## src/rtl/hazard_ctrl.sv

```systemverilog
// Pipeline hazard controller for the five-stage F/D/E/M/W pipeline.
// It detects hazards that the bypass network cannot cover and drives the
// per-stage stall, bubble and flush controls. It also sequences data-memory
// waits and fixed-latency mul/div occupancy, and it counts stall cycles.
// The first cycle of a memory wait or of a mul/div op stalls combinationally.
// The FSM only remembers what is still owed after that first cycle.
module hazard_ctrl #(
    parameter int MULDIV_LAT  = 4,
    parameter int MEM_TIMEOUT = 255,
    parameter int CNT_W       = 32
) (
    input  logic             clk,
    input  logic             rst_n,
    input  logic [4:0]       hz_d_reg_raddr1_i,
    input  logic [4:0]       hz_d_reg_raddr2_i,
    input  logic             hz_d_use_rs1_i,
    input  logic             hz_d_use_rs2_i,
    input  logic             hz_d_branch_i,
    input  logic             hz_d_redirect_i,
    input  logic             hz_E_reg_wen_i,
    input  logic [4:0]       hz_E_reg_waddr_i,
    input  logic             hz_E_mem_read_i,
    input  logic             hz_E_muldiv_i,
    input  logic             hz_M_reg_wen_i,
    input  logic [4:0]       hz_M_reg_waddr_i,
    input  logic             hz_M_mem_read_i,
    input  logic             hz_M_mem_req_i,
    input  logic             hz_dmem_ready_i,
    output logic             hz_stall_F_o,
    output logic             hz_stall_D_o,
    output logic             hz_flush_D_o,
    output logic             hz_stall_E_o,
    output logic             hz_bubble_E_o,
    output logic             hz_stall_M_o,
    output logic             hz_bubble_M_o,
    output logic             hz_bubble_W_o,
    output logic             hz_mem_err_o,
    output logic [CNT_W-1:0] hz_stall_cnt_o
);

    localparam int WAIT_W = $clog2(MEM_TIMEOUT + 1);
    localparam int MD_W   = $clog2(MULDIV_LAT);
    // The counter holds the E cycles still owed after the current one.
    // The op goes back to RUN when only its final, unstalled cycle remains.
    localparam logic [MD_W-1:0] MD_LOAD = MD_W'(MULDIV_LAT - 1);
    localparam logic [MD_W-1:0] MD_LAST = MD_W'(2);

    typedef enum logic [1:0] {
        RUN      = 2'd0,
        MEM_WAIT = 2'd1,
        MULDIV   = 2'd2
    } state_t;

    state_t            r_state;
    logic [WAIT_W-1:0] r_wait_cnt;
    logic [MD_W-1:0]   r_md_cnt;
    // Set when the access in M has completed or timed out. It stops the same
    // request from re-arming a wait while that instruction is still in M.
    logic              r_m_done;
    // Set when the mul/div in E has served its stall cycles. It stops the
    // op from re-triggering during its final cycle in E.
    logic              r_md_done;
    logic [CNT_W-1:0]  r_stall_cnt;

    logic        w_match_e;
    logic        w_match_m;
    logic        w_data_haz;
    logic [31:0] w_wait_num;
    logic        w_mem_stall;
    logic        w_timeout;
    logic        w_mem_done;
    logic        w_md_start;
    logic        w_md_stall;
    logic        w_data_stall;
    logic        w_stall_fd;
    logic [8:0]  w_ctrl;

    // A source operand depends on a producer only for a real, used register.
    function automatic logic f_match(input logic [4:0] x, input logic use_x,
                                     input logic [4:0] rd, input logic wen);
        return use_x && wen && (x == rd) && (x != 5'd0);
    endfunction

    assign w_match_e = f_match(hz_d_reg_raddr1_i, hz_d_use_rs1_i, hz_E_reg_waddr_i, hz_E_reg_wen_i)
                     | f_match(hz_d_reg_raddr2_i, hz_d_use_rs2_i, hz_E_reg_waddr_i, hz_E_reg_wen_i);
    assign w_match_m = f_match(hz_d_reg_raddr1_i, hz_d_use_rs1_i, hz_M_reg_waddr_i, hz_M_reg_wen_i)
                     | f_match(hz_d_reg_raddr2_i, hz_d_use_rs2_i, hz_M_reg_waddr_i, hz_M_reg_wen_i);

    // Load-use and branch-in-D operand hazards. A load feeding a branch
    // stalls twice: once while the load is in E, once while it is in M.
    assign w_data_haz = (hz_E_mem_read_i & w_match_e)
                      | (hz_d_branch_i & w_match_e)
                      | (hz_d_branch_i & hz_M_mem_read_i & w_match_m);

    // Wait-cycle number of the current cycle, counting from 1.
    assign w_wait_num  = ((r_state == MEM_WAIT) ? 32'(r_wait_cnt) : 32'd0) + 32'd1;
    assign w_mem_stall = (r_state == MEM_WAIT)
                       | (hz_M_mem_req_i & ~r_m_done & ~hz_dmem_ready_i);
    assign w_timeout   = w_mem_stall & ~hz_dmem_ready_i & (w_wait_num == 32'(MEM_TIMEOUT));
    assign w_mem_done  = w_mem_stall & (hz_dmem_ready_i | w_timeout);

    assign w_md_start   = (r_state == RUN) & hz_E_muldiv_i & ~r_md_done;
    assign w_md_stall   = ~w_mem_stall & ((r_state == MULDIV) | w_md_start);
    assign w_data_stall = ~w_mem_stall & ~w_md_stall & (r_state == RUN) & w_data_haz;
    assign w_stall_fd   = w_mem_stall | w_md_stall | w_data_stall;

    // The three stall sources are mutually exclusive, so stall and bubble
    // never land on the same pipeline register.
    assign w_ctrl = {w_stall_fd,                          // stall_F
                     w_stall_fd,                          // stall_D
                     hz_d_redirect_i & ~w_stall_fd,       // flush_D
                     w_mem_stall | w_md_stall,            // stall_E
                     w_data_stall,                        // bubble_E
                     w_mem_stall,                         // stall_M
                     w_md_stall,                          // bubble_M
                     w_mem_stall,                         // bubble_W
                     w_timeout};                          // mem_err

    // Outputs are forced low while reset is held, even if pipeline inputs are still live.
    assign {hz_stall_F_o, hz_stall_D_o, hz_flush_D_o, hz_stall_E_o, hz_bubble_E_o,
            hz_stall_M_o, hz_bubble_M_o, hz_bubble_W_o, hz_mem_err_o} = w_ctrl & {9{rst_n}};
    assign hz_stall_cnt_o = r_stall_cnt;

    // Controller FSM: a memory wait preempts and freezes an in-flight mul/div.
    always_ff @(posedge clk or negedge rst_n) begin
        if (!rst_n) begin
            r_state    <= RUN;
            r_wait_cnt <= '0;
            r_md_cnt   <= '0;
            r_m_done   <= 1'b0;
            r_md_done  <= 1'b0;
        end else if (w_mem_stall) begin
            if (w_mem_done) begin
                r_m_done   <= 1'b1;
                r_wait_cnt <= '0;
                r_state    <= (r_md_cnt != '0) ? MULDIV : RUN;
            end else begin
                r_state    <= MEM_WAIT;
                r_wait_cnt <= w_wait_num[WAIT_W-1:0];
            end
        end else begin
            r_m_done <= 1'b0;
            if (w_md_stall) begin
                if (r_state == MULDIV) begin
                    if (r_md_cnt == MD_LAST) begin
                        r_state   <= RUN;
                        r_md_cnt  <= '0;
                        r_md_done <= 1'b1;
                    end else begin
                        r_md_cnt <= r_md_cnt - 1'b1;
                    end
                end else if (MULDIV_LAT > 2) begin
                    r_state  <= MULDIV;
                    r_md_cnt <= MD_LOAD;
                end else begin
                    r_md_done <= 1'b1;
                end
            end else begin
                r_md_done <= 1'b0;
            end
        end
    end

    // Saturating count of cycles in which the PC is held.
    always_ff @(posedge clk or negedge rst_n) begin
        if (!rst_n) begin
            r_stall_cnt <= '0;
        end else if (w_stall_fd && (r_stall_cnt != '1)) begin
            r_stall_cnt <= r_stall_cnt + CNT_W'(1);
        end
    end

endmodule
```

## config.mk

```make
export PLATFORM = sky130hd
export DESIGN_NAME = hazard_ctrl
export DESIGN_NICKNAME = d
export VERILOG_FILES = /design/src/rtl/hazard_ctrl.sv
export SDC_FILE = /design/constraint.sdc
export NUM_CORES = 1
export LEC_CHECK = 0
export BUFFER_PORTS_ARGS = -buffer_cell sky130_fd_sc_hd__buf_2
export CORE_UTILIZATION = 30
export CTS_CLUSTER_DIAMETER = 150
export DETAILED_ROUTE_END_ITERATION = 10
export PLACE_DENSITY = 0.56
export SLEW_MARGIN = 15
export SYNTH_ARGS = -nofsm -noshare
export SYNTH_HDL_FRONTEND = slang
export SYNTH_SLANG_ARGS = --single-unit
```

## constraint.sdc

```tcl
create_clock -name clk -period 2.75 [get_ports clk]
set_input_delay 0.4125 -clock clk [delete_from_list [all_inputs] [get_ports clk]]
set_output_delay 0.4125 -clock clk [all_outputs]
set_load 0.02 [all_outputs]
```

==> run_results.csv <==
group,metric,value,unit
status,outcome,"finished clean",
floorplanning,dieHeight,99.1,um
clocking,path_clk_slew,0.09,ns
logic_synthesis,syn-cell-area,0.00283,sq mm
floorplanning,ios,74,
routing,wl,6790,um
layout,finalNetCount,418,
critical_path,critPathTopFamily,"simple AND/OR/NAND/NOR gates",
layout,layout_common_cells,"buf_2, dfrtp_1, xor2_1",
critical_path,critPathLaunchType,"register",
sta,hold_violations,0,
sta,relSlewSlack,41.9,%
clocking,insertion_delay,0.30,ns
layout,stdcell_area,0.00351,sq mm
place,placed_cell_area,0.00334,sq mm
layout,nFillCells,947,
floorplanning,dieArea,0.00983,sq mm
logic_synthesis,syn_area_per_cell,9.50,sq um
sta,rsz0062_at_grt,"yes",
layout,stdcell_count,492,
clocking,htree_levels,2,
critical_path,critical_path.max_stage_delay,0.40,ns
power_and_ir_drop,p_total,2.40,mW
routing,vias_per_cell,4.93,
global_routing,grt_pass1_wl,11600,um
place,placedCellCount,482,
hold_path,hp-class,"primary input to asynchronous set/reset pin",
floorplanning,start_util,30.8,%
critical_path,worstReg2RegStart,"hz_stall_cnt_o[4]",
logic_synthesis,yosysSeqAreaShare,40.7,%
floorplanning,die_w,99.1,um
sta,setup_viol_count_final,0,
critical_path,r2r_slack,0.29,ns
logic_synthesis,ys_async_sr_fraction,100,%
clocking,cts_tree,"built",
clocking,cts_num_sinks,46,
sta,tightestPinTransition,0.869,ns
global_routing,grt_max_degree,33,
logic_synthesis,ys_seq_elements,46,
clocking,hold_buffers,0,
power_and_ir_drop,p_per_area,683,mW/mm^2
critical_path,cp_slowest_cell,"dfrtp_1",
routing,drtIter0Drc,68,
layout,diodes,0,
layout,multi_input_area,0.00160,sq mm
flow_run,cap_violations,0,
floorplanning,core,0.00920,sq mm
global_routing,grt_antenna_before_repair,0,
critical_path,cp-startpoint,"r_state[1]",
layout,register_area,0.00115,sq mm
layout,fin_util,38.1,%
layout,syn2layout_area_growth,24.0,%
critical_path,path_depth,10,
power_and_ir_drop,ir_drop,0.439,mV
routing,firstDrtPassIters,5,
place,portBuffers,73,
logic_synthesis,synth_edf_count,0,
sta,min_period,2.73,ns
logic_synthesis,syn_inst,298,
critical_path,cp_cell_sequence,"nor2b_2 -> nand2_1 -> inv_2 -> ha_4 -> xor2_1 -> nand4_1 -> a211o_1 -> nor3_2 -> and3_1 -> buf_6",
sta,fin_worst_skew,0.00677,ns
critical_path,cp.arrival,2.31,ns
sta,max_freq,367,MHz
clocking,clock_path_buffers,2,
logic_synthesis,synth-main-ff-cell,"dfrtp_1",
place,gp_congestion,0.913,
critical_path,reg2reg_depth,7,
layout,drive_gt1_share,29.9,%
routing,vias,2427,
sta,finalCritPeriodShare,99.2,%
place,dpl.hpwl,5130,um
logic_synthesis,yosysUniqueCellTypes,49,
clocking,numCtsBuffers,5,
routing,drc_errors,0,
logic_synthesis,syn_nets,336,
critical_path,cp.required,2.34,ns
critical_path,cp_max_fo,4,
critical_path,endpoint_kind,"primary output",
sta,drv_slew,0,
critical_path,crit_type,"register to primary output",
logic_synthesis,ys_warn_count,0,
power_and_ir_drop,power.leakage,1.69,nW
sta,hold_slack,0.0619,ns
global_routing,overflow,0,
global_routing,grt_pass1_vias,2433,
floorplanning,row_count,35,
routing,ant_nets,0,
layout,final_common_cell,"buf_2",
routing,drt-wirelength-per-cell,13.8,um
critical_path,path_buf_inv,2,
clocking,cts-root-buf,"clkbuf_8",
global_routing,track_usage,14.6,%
synth_stat cells (6+ instances only):
cell type / number / share of area (%)
nand4_1: 8 / 1.8
nand3_1: 18 / 3.2
xor2_1: 33 / 10
nor2_1: 19 / 2.5
nand2_1: 29 / 3.8
xnor2_1: 22 / 6.8
and3_1: 7 / 1.5
inv_1: 7 / 0.93
o21ai_0: 10 / 1.8
nor3_1: 6 / 1.1
nor4_1: 14 / 3.1
dfrtp_1: 46 / 41
a21oi_1: 6 / 1.1
area by class of cell:
cell class                      instances  share of cell area (%)
Multi-Input combinational cell        233                    45.7
Sequential cell                        46                    32.8
Timing Repair Buffer                   87                    13.6
Tap cell                              111                    3.96
Clock buffer                            5                    1.96
Clock inverter                          3                    1.25
Inverter                                7                   0.749
power by group:
group / switching, mW / internal (mW) / total (mW)
Combinational: 0.572 / 0.369 / 0.941
Clock: 0.245 / 0.273 / 0.518
Sequential: 0.135 / 0.803 / 0.938
flip-flops by register name (all words and copies together), names as in the netlist:
register / count
hz_stall_cnt_o: 32
r_wait_cnt: 8
r_md_done: 1
r_md_cnt: 2
r_m_done: 1
r_state: 2
cell families after synthesis:
| family | after synthesis | synth area share [%] |
|---|---|---|
| muxes | 1 | 0.398 |
| buffers and inverters | 19 | 3.76 |
| and+or+nand+nor | 139 | 27.9 |
| AOI/OAI and AO/OA | 33 | 8.09 |
| DFF | 46 | 40.7 |
| adders and majority gates | 5 | 2.21 |
| xor gates and xnor gates | 55 | 17.0 |
metrics by stage:
stage	setup TNS [ns]	setup slack, ns
floorplan	0	0.128
global placement	0	0.186
detailed placement	0	0.161
CTS	0	0.00716
global route	-0.109	-0.109
finish	0	0.0226
worst register-to-register path: cells and delay by family (launching register included):
family                 cells  cell delay (ns)
AND/OR/NAND/NOR            5             1.50
flip-flops                 1             0.45
buffers and inverters      1             0.23
XOR/XNOR                   1             0.15
final timing paths:
path	to
hold reg to reg	hz_stall_cnt_o[31]
min in group clk	r_wait_cnt[7]
hold / removal	r_m_done
setup reg to reg	hz_stall_cnt_o[8]
max in group asynchronous	hz_stall_cnt_o[12]
setup / recovery	hz_mem_err_o
repair_timing:
| item | in CTS | in global routing |
|---|---|---|
| buffers inserted | 0 | 2 |
| pin swaps | 0 | 6 |
| gates resized for setup | 4 | 6 |
| setup endpoints to repair | 1 | 2 |
routing by layer:
| metal | track usage, % | wire length (um) | up-vias |
|---|---|---|---|
| met1 | 19.2 | 3220 | 1169 |
| met3 | 2.88 | 233 | 6 |
| li1 | - | - | 1206 |
| met5 | 0 | 0 | - |
| met2 | 25.2 | 3290 | 46 |
| met4 | 2.94 | 46 | 0 |
No activity file was read; power rests on OpenSTA's default activity.
